==> config.mk <==
export PLATFORM = sky130hd
export DESIGN_NAME = present_rx_pipe
export DESIGN_NICKNAME = d
export VERILOG_FILES = /design/src/rtl/present_rx_pipe.sv
export SDC_FILE = /design/constraint.sdc
export NUM_CORES = 2
export LEC_CHECK = 0
export BUFFER_PORTS_ARGS = -buffer_cell sky130_fd_sc_hd__buf_2
export CAP_MARGIN = 20
export CORE_MARGIN = 2
export CORE_UTILIZATION = 61
export CTS_CLUSTER_SIZE = 25
export DETAILED_ROUTE_END_ITERATION = 12
export PLACE_DENSITY = 0.81
export SYNTH_ARGS = -nofsm -noshare
export SYNTH_HDL_FRONTEND = slang
export SYNTH_SLANG_ARGS = --single-unit
==> constraint.sdc <==
create_clock -name clk -period 8.73 [get_ports clk]
set_clock_uncertainty 0.2 [all_clocks]
set_input_delay 1.3095 -clock clk [delete_from_list [all_inputs] [get_ports clk]]
set_output_delay 1.3095 -clock clk [all_outputs]
set_load 0.05 [all_outputs]
==> src/rtl/present_rx_pipe.sv <==
// present_rx_pipe: PRESENT receive stage. Takes one Hamming-protected
// ciphertext frame per rx_valid/rx_ready handshake, corrects each 16-bit
// lane, decrypts the 64-bit result and queues {plaintext, error} in a FIFO.
// Optional feature macro: PRESENT_RX_SECDED_EN (22-bit lanes with overall
// parity, double-error detection). Undefined: 21-bit SEC lanes.
// Ports:
//   clk, rst            clock, synchronous active-high reset
//   rx_valid/rx_ready   frame handshake; rx_data = 4 lanes of CW_W bits
//   key                 80-bit decryption key, sampled on accept
//   msg_valid/msg_ready FIFO head handshake; msg, msg_err = head payload
//   corr_cnt            corrected lanes since reset (saturating)
//   frame_cnt           accepted frames since reset (wrapping)
//   busy                frame in flight

// Iterative PRESENT-80 decryptor: 31 forward key-schedule steps to reach the
// last round key, then 31 inverse rounds. rst loads ct/key; finish holds
// high until the next rst.
module present_decrypt (
   input  logic        clk,
   input  logic        rst,
   input  logic [79:0] key,
   input  logic [63:0] ct,
   output logic [63:0] pt,
   output logic        finish
);
   localparam logic [63:0] SBOX = 64'h2174_8FE3_DA09_B65C;
   localparam logic [63:0] SINV = 64'hA970_364B_D21C_8FE5;

   logic [63:0] st, p_inv, st_inv;
   logic [79:0] kr, k_fwd, k_bwd, k_rot, k_tmp;
   logic [4:0]  rc;
   logic        dec, fin;

   // Forward and inverse key update for round counter rc
   always_comb begin
      k_rot        = {kr[18:0], kr[79:19]};
      k_fwd        = k_rot;
      k_fwd[79:76] = SBOX[{k_rot[79:76], 2'b00} +: 4];
      k_fwd[19:15] = k_rot[19:15] ^ rc;
      k_tmp        = kr;
      k_tmp[19:15] = kr[19:15] ^ rc;
      k_tmp[79:76] = SINV[{kr[79:76], 2'b00} +: 4];
      k_bwd        = {k_tmp[60:0], k_tmp[79:61]};
   end

   // Inverse pLayer (bit i <- bit 16*(i%4) + i/4) then inverse S-box layer
   always_comb begin
      p_inv  = '0;
      st_inv = '0;
      for (int i = 0; i < 64; i++) p_inv[i] = st[16*(i%4) + i/4];
      for (int n = 0; n < 16; n++)
         st_inv[4*n +: 4] = SINV[{p_inv[4*n +: 4], 2'b00} +: 4];
   end

   always_ff @(posedge clk) begin
      if (rst) begin
         st  <= ct;
         kr  <= key;
         rc  <= 5'd1;
         dec <= 1'b0;
         fin <= 1'b0;
      end else if (!fin) begin
         if (!dec) begin
            kr <= k_fwd;
            if (rc == 5'd31) begin
               dec <= 1'b1;
               st  <= st ^ k_fwd[79:16];
            end else begin
               rc <= rc + 5'd1;
            end
         end else begin
            kr <= k_bwd;
            st <= st_inv ^ k_bwd[79:16];
            if (rc == 5'd1) fin <= 1'b1;
            else            rc  <= rc - 5'd1;
         end
      end
   end

   assign pt     = st;
   assign finish = fin;
endmodule

module present_rx_pipe #(
   parameter int unsigned FIFO_DEPTH = 4,
   parameter int unsigned CNT_W      = 16
`ifdef PRESENT_RX_SECDED_EN
   , localparam int unsigned CW_W = 22
`else
   , localparam int unsigned CW_W = 21
`endif
) (
   input  logic              clk,
   input  logic              rst,
   input  logic              rx_valid,
   output logic              rx_ready,
   input  logic [4*CW_W-1:0] rx_data,
   input  logic [79:0]       key,
   output logic              msg_valid,
   input  logic              msg_ready,
   output logic [63:0]       msg,
   output logic              msg_err,
   output logic [CNT_W-1:0]  corr_cnt,
   output logic [CNT_W-1:0]  frame_cnt,
   output logic              busy
);
   localparam int unsigned PTR_W = $clog2(FIFO_DEPTH);
   localparam int unsigned CNT_FW = PTR_W + 1;
   localparam int unsigned SUM_W = CNT_W + 3;

   typedef enum logic [2:0] {IDLE, DECODE, START, RUN, PUSH} state_t;
   state_t state, state_n;

   logic [4*CW_W-1:0] data_q;
   logic [79:0]       key_q;
   logic [63:0]       ct_q, ct_dec, dec_pt;
   logic              unc_q, unc_any, dec_finish, dec_rst;
   logic [2:0]        corr_n;
   logic [17:0]       lane_r;
   logic [SUM_W-1:0]  corr_sum;
   logic [CNT_W-1:0]  corr_sat, corr_cnt_q, frame_cnt_q;
   logic              accept, load_ct, push, pop, rx_ready_q;
   logic [64:0]       fifo_mem [FIFO_DEPTH];
   logic [PTR_W-1:0]  wr_ptr, rd_ptr;
   logic [CNT_FW-1:0] count, count_n;

   // Lane decoder: returns {uncorrectable, corrected, data[15:0]}
   function automatic logic [17:0] lane_dec(input logic [CW_W-1:0] cw);
      logic [4:0]  s;
      logic [20:0] c;
      logic        corr, unc;
      s    = '0;
      c    = cw[20:0];
      corr = 1'b0;
      unc  = 1'b0;
      for (int p = 1; p <= 21; p++) if (cw[p-1]) s = s ^ 5'(p);
`ifdef PRESENT_RX_SECDED_EN
      // P bad with s=0 means only the overall parity bit flipped
      if (s == 5'd0) begin
         corr = ^cw;
      end else if (s > 5'd21 || !(^cw)) begin
         unc = 1'b1;
      end else begin
         c[s - 5'd1] = ~c[s - 5'd1];
         corr        = 1'b1;
      end
`else
      if (s > 5'd21) begin
         unc = 1'b1;
      end else if (s != 5'd0) begin
         c[s - 5'd1] = ~c[s - 5'd1];
         corr        = 1'b1;
      end
`endif
      // Data occupies the non-power-of-two positions in ascending order
      return {unc, corr, c[20:16], c[14:8], c[6:4], c[2]};
   endfunction

   // Four-lane correction of the registered frame
   always_comb begin
      ct_dec  = '0;
      corr_n  = '0;
      unc_any = 1'b0;
      lane_r  = '0;
      for (int k = 0; k < 4; k++) begin
         lane_r             = lane_dec(data_q[CW_W*k +: CW_W]);
         ct_dec[16*k +: 16] = lane_r[15:0];
         corr_n             = corr_n + 3'(lane_r[16]);
         unc_any            = unc_any | lane_r[17];
      end
      corr_sum = SUM_W'(corr_cnt_q) + SUM_W'(corr_n);
      corr_sat = (corr_sum[SUM_W-1:CNT_W] != '0) ? '1 : corr_sum[CNT_W-1:0];
   end

   // FSM state register
   always_ff @(posedge clk) begin
      if (rst) state <= IDLE;
      else     state <= state_n;
   end

   // FSM next state
   always_comb begin
      state_n = state;
      case (state)
         IDLE:    if (rx_valid && rx_ready_q) state_n = DECODE;
         DECODE:  state_n = unc_any ? PUSH : START;
         START:   state_n = RUN;
         RUN:     if (dec_finish) state_n = PUSH;
         PUSH:    state_n = IDLE;
         default: state_n = IDLE;
      endcase
   end

   // FSM control outputs
   always_comb begin
      accept  = 1'b0;
      load_ct = 1'b0;
      push    = 1'b0;
      case (state)
         IDLE:    accept  = rx_valid & rx_ready_q;
         DECODE:  load_ct = 1'b1;
         PUSH:    push    = 1'b1;
         default: ;
      endcase
   end

   assign dec_rst = rst | (state == START);
   assign pop     = msg_ready & (count != '0);
   assign count_n = count + CNT_FW'(push) - CNT_FW'(pop);

   present_decrypt u_dec (
      .clk    (clk),
      .rst    (dec_rst),
      .key    (key_q),
      .ct     (ct_q),
      .pt     (dec_pt),
      .finish (dec_finish)
   );

   // Frame capture, counters and FIFO pointers
   always_ff @(posedge clk) begin
      if (rst) begin
         data_q      <= '0;
         key_q       <= '0;
         ct_q        <= '0;
         unc_q       <= 1'b0;
         corr_cnt_q  <= '0;
         frame_cnt_q <= '0;
         wr_ptr      <= '0;
         rd_ptr      <= '0;
         count       <= '0;
         rx_ready_q  <= 1'b0;
      end else begin
         if (accept) begin
            data_q      <= rx_data;
            key_q       <= key;
            frame_cnt_q <= frame_cnt_q + CNT_W'(1);
         end
         if (load_ct) begin
            ct_q       <= ct_dec;
            unc_q      <= unc_any;
            corr_cnt_q <= corr_sat;
         end
         if (push) wr_ptr <= wr_ptr + PTR_W'(1);
         if (pop)  rd_ptr <= rd_ptr + PTR_W'(1);
         count      <= count_n;
         rx_ready_q <= (state_n == IDLE) && (count_n < CNT_FW'(FIFO_DEPTH));
      end
   end

   // FIFO storage; uncorrectable frames carry zero plaintext
   always_ff @(posedge clk) begin
      if (push) fifo_mem[wr_ptr] <= {unc_q, unc_q ? 64'd0 : dec_pt};
   end

   assign rx_ready  = rx_ready_q;
   assign msg_valid = (count != '0);
   assign msg       = msg_valid ? fifo_mem[rd_ptr][63:0] : 64'd0;
   assign msg_err   = msg_valid & fifo_mem[rd_ptr][64];
   assign corr_cnt  = corr_cnt_q;
   assign frame_cnt = frame_cnt_q;
   assign busy      = (state != IDLE);
endmodule

==> out/qor.txt <==
top post-synthesis cells by area - edfxtp_1 34%, dfxtp_1 16%, nand2_1 6.4%, mux4_2 6.2%, xnor2_1 5.4%
CP Class - reg2reg
pin count of the biggest net entering global routing - 97
routed len/inst - 22.0 um
data arrival time of the critical path - 5.89 ns
period utilization - 63.6%
area leader, netlist - edfxtp_1
Util after Layout - 68.4%
top cell type's share of synthesized area - 33.5%
fmax - 0.180 GHz
# port buffers - 267
fraction of registers with async set/reset - 0%
Hold Path Class - reg2reg
Num CTS Buffers - 71
Gate Count Post-Synth - 3543
total placed cells including tap cells - 4395
Pleak - 14.7 nW
Required @ worst endpoint - 9.07 ns
syn_nets - 3852
Setup Buffers After CTS - 0
Starting DRT DRC Count - 3115
drt total wl - 99.7 mm
first-pass iteration count of the detailed router - 6
Fin Setup TNS - 0 ns
routed via count - 27.4k
Clk Latency, worst-skew pair - 0.62 ns
YS warnings - 0
post-placement setup slack - 3.24 ns
status - finished clean
# clock sinks - 685
MaxCap Viol Count - 0
first-pass GRT wire length - 151 mm
Core ar. - 0.0588 sq mm
CTS root buf - clkbuf_16
Final Slew Violations - 0
CP endpoint kind - flip-flop
slew margin rel. - 25.0%
min Tclk post-route - 5.55 ns
row count - 89
Routed Antenna Nets - 0
Worst-path clk slew - 0.06 ns
total grt overflow - 0
CTS tree - yes
initial antenna violation count - 2
Clock Path Buffers - 3
area delta synth->final - 11.2%
initial core utilization - 61.6%
DRC - 0
Die H - 248 um
CTS-repair resized insts - 0
synth unique cells - 75
synthesized flop and latch total - 685
fin cells - 4526
GRT Total Usage - 32.4%
I/O Pins - 268
Die ar. - 0.0613 sq mm
Detail Placement HPWL - 70.7 mm
crit path max fanout - 12
Final WS setup - 3.18 ns
Hold Vio Cnt, Final - 0
H-tree levels - 3
final setup fails - 0
Top FF cell, synth - edfxtp_1
vias in the first global route - 25.7k
mean cell area of the mapped netlist - 10.2 sq um
Slew @ Worst Pin - 1.12 ns
Pwr Density - 368 mW/mm^2
sequential fraction of the synthesis area - 49.1%
layout cells sized above 1 - 14.6%
mapped cell area - 0.0362 sq mm
worst-case vdd ir drop - 0.241 mV
Post-layout nets - 4004
GPL Wtd Cong - 1.01
RSZ-0062 raised after global routing - false
die width - 248 um
number of enable flip-flop cells after synthesis - 404
Worst setup SP type - flip-flop
vias per cell - 6.06
CTS Hold Bufs - 0
-- layout make-up --
cell class,instances,area [sq um]
timing repair buffer,294,1560
inverter,88,330
multi-input combinational,2555,17300
clock inverter,31,303
fill,4457,18600
tap,773,967
antenna,2,5.00
sequential,685,17800
clock buffer,98,1950
-- placed cells by master, fill, tap and decap left out, types with 5 or more instances in the layout --
cell type and instances:
and3_1 14, nor2b_1 43, nor3_1 29, xor2_1 61, buf_2 266, a21oi_1 358, xnor2_2 7, o311a_1 13
o21ai_1 12, o31ai_1 6, mux2_2 6, buf_4 26, clkbuf_1 20, ha_1 137, xnor2_1 225, nor2_1 242
dfxtp_1 277, nand2_1 613, o211ai_1 14, xnor3_1 13, and4_1 5, and3b_1 6, xor2_2 5, mux4_2 99
clkbuf_16 72, o21ai_0 251, o21bai_1 6, nand4_1 10, a211oi_1 21, mux2i_1 111, and2_1 78, o22ai_1 16
nand3_1 56, a31oi_1 7, edfxtp_1 404, clkbuf_8 5, inv_1 86, nand2b_1 21, clkinv_2 10
-- worst paths after layout --
check / from / to / slack, ns / cells past startpoint
hold reg to reg: key_q[15] / key_q[15] / 0.25 / 2
setup reg to reg: data_q[33] / corr_cnt[13] / 3.18 / 16
setup / recovery: data_q[33] / corr_cnt[13] / 3.18 / 16
hold / removal: key_q[15] / key_q[15] / 0.25 / 2
-- routing by layer --
metal / up-vias / wire length, um / GRT usage, %
met5: - / 9 / 0
met4: 2 / 4490 / 14.1
met3: 240 / 8480 / 5.22
met2: 1205 / 47400 / 52.3
met1: 13300 / 39300 / 43.5
li1: 12700 / - / -
-- power breakdown --
| group | total (mW) | internal, mW | switching [mW] |
|---|---|---|---|
| Sequential | 4.79 | 4.05 | 0.737 |
| Combinational | 7.06 | 2.56 | 4.50 |
| Clock | 2.98 | 1.68 | 1.30 |
-- sequential cells by signal, summed over array words and instances (netlist names), 5 cells and up, named ones only --
| signal | count |
|---|---|
| frame_cnt | 16 |
| key_q | 80 |
| data_q | 84 |
| corr_cnt | 16 |
| u_dec.rc | 5 |
| u_dec.kr | 80 |
| ct_q | 64 |
| u_dec.pt | 64 |
| fifo_mem | 260 |
-- Yosys cell counts, drive strengths merged, types with 6 or more instances --
cell,number
nand2,614
edfxtp,404
a21oi,358
dfxtp,281
o21ai,266
nor2,243
xnor2,232
clkbuf,196
ha,137
mux2i,112
mux4,99
inv,87
and2,78
xor2,66
nand3,57
nor2b,43
nor3,30
a211oi,23
nand2b,21
and3,19
buf,19
o22ai,16
o211ai,15
o311a,13
xnor3,13
nand4,10
a31oi,8
and3b,6
mux2,6
o21bai,6
o31ai,6
-- critical path: stages, from the launching register on --
cell and delay [ns]:
dfxtp_1 0.43, xor2_1 0.31, xnor2_2 0.21, xnor2_1 0.13
ha_1 0.63, inv_1 0.28, ha_1 0.29, o311a_1 0.43
inv_1 0.18, fa_1 0.47, fa_1 0.43, inv_1 0.09
fa_1 0.22, and4_1 0.32, nor2b_1 0.31, nand2_1 0.31
a21oi_1 0.23
-- kinds of logic (layout without fill, tap and decap cells) --
kind of cell	Yosys count	after routing	synth area share, %
compound gates	742	742	11.3
xor+xnor	312	312	8.34
fa+ha+maj	141	141	4.96
buf+inv	303	511	3.16
flops	685	685	49.1
mux	217	217	9.48
other cells	0	2	0
simple gates	1143	1143	13.7
-- metrics by stage --
| stage | power, mW | cell area [sq um] | hold slack (ns) |
|---|---|---|---|
| after floorplan | 9.93 | 36200 | 0.225 |
| after global placement | 11.6 | 38000 | 0.239 |
| final | 14.8 | 40200 | 0.253 |
| after global routing | 15.6 | 40200 | 0.267 |
| after detailed placement | 11.7 | 38000 | 0.247 |
| after CTS | 14.7 | 40200 | 0.256 |
(Power assumes the default switching activity.)
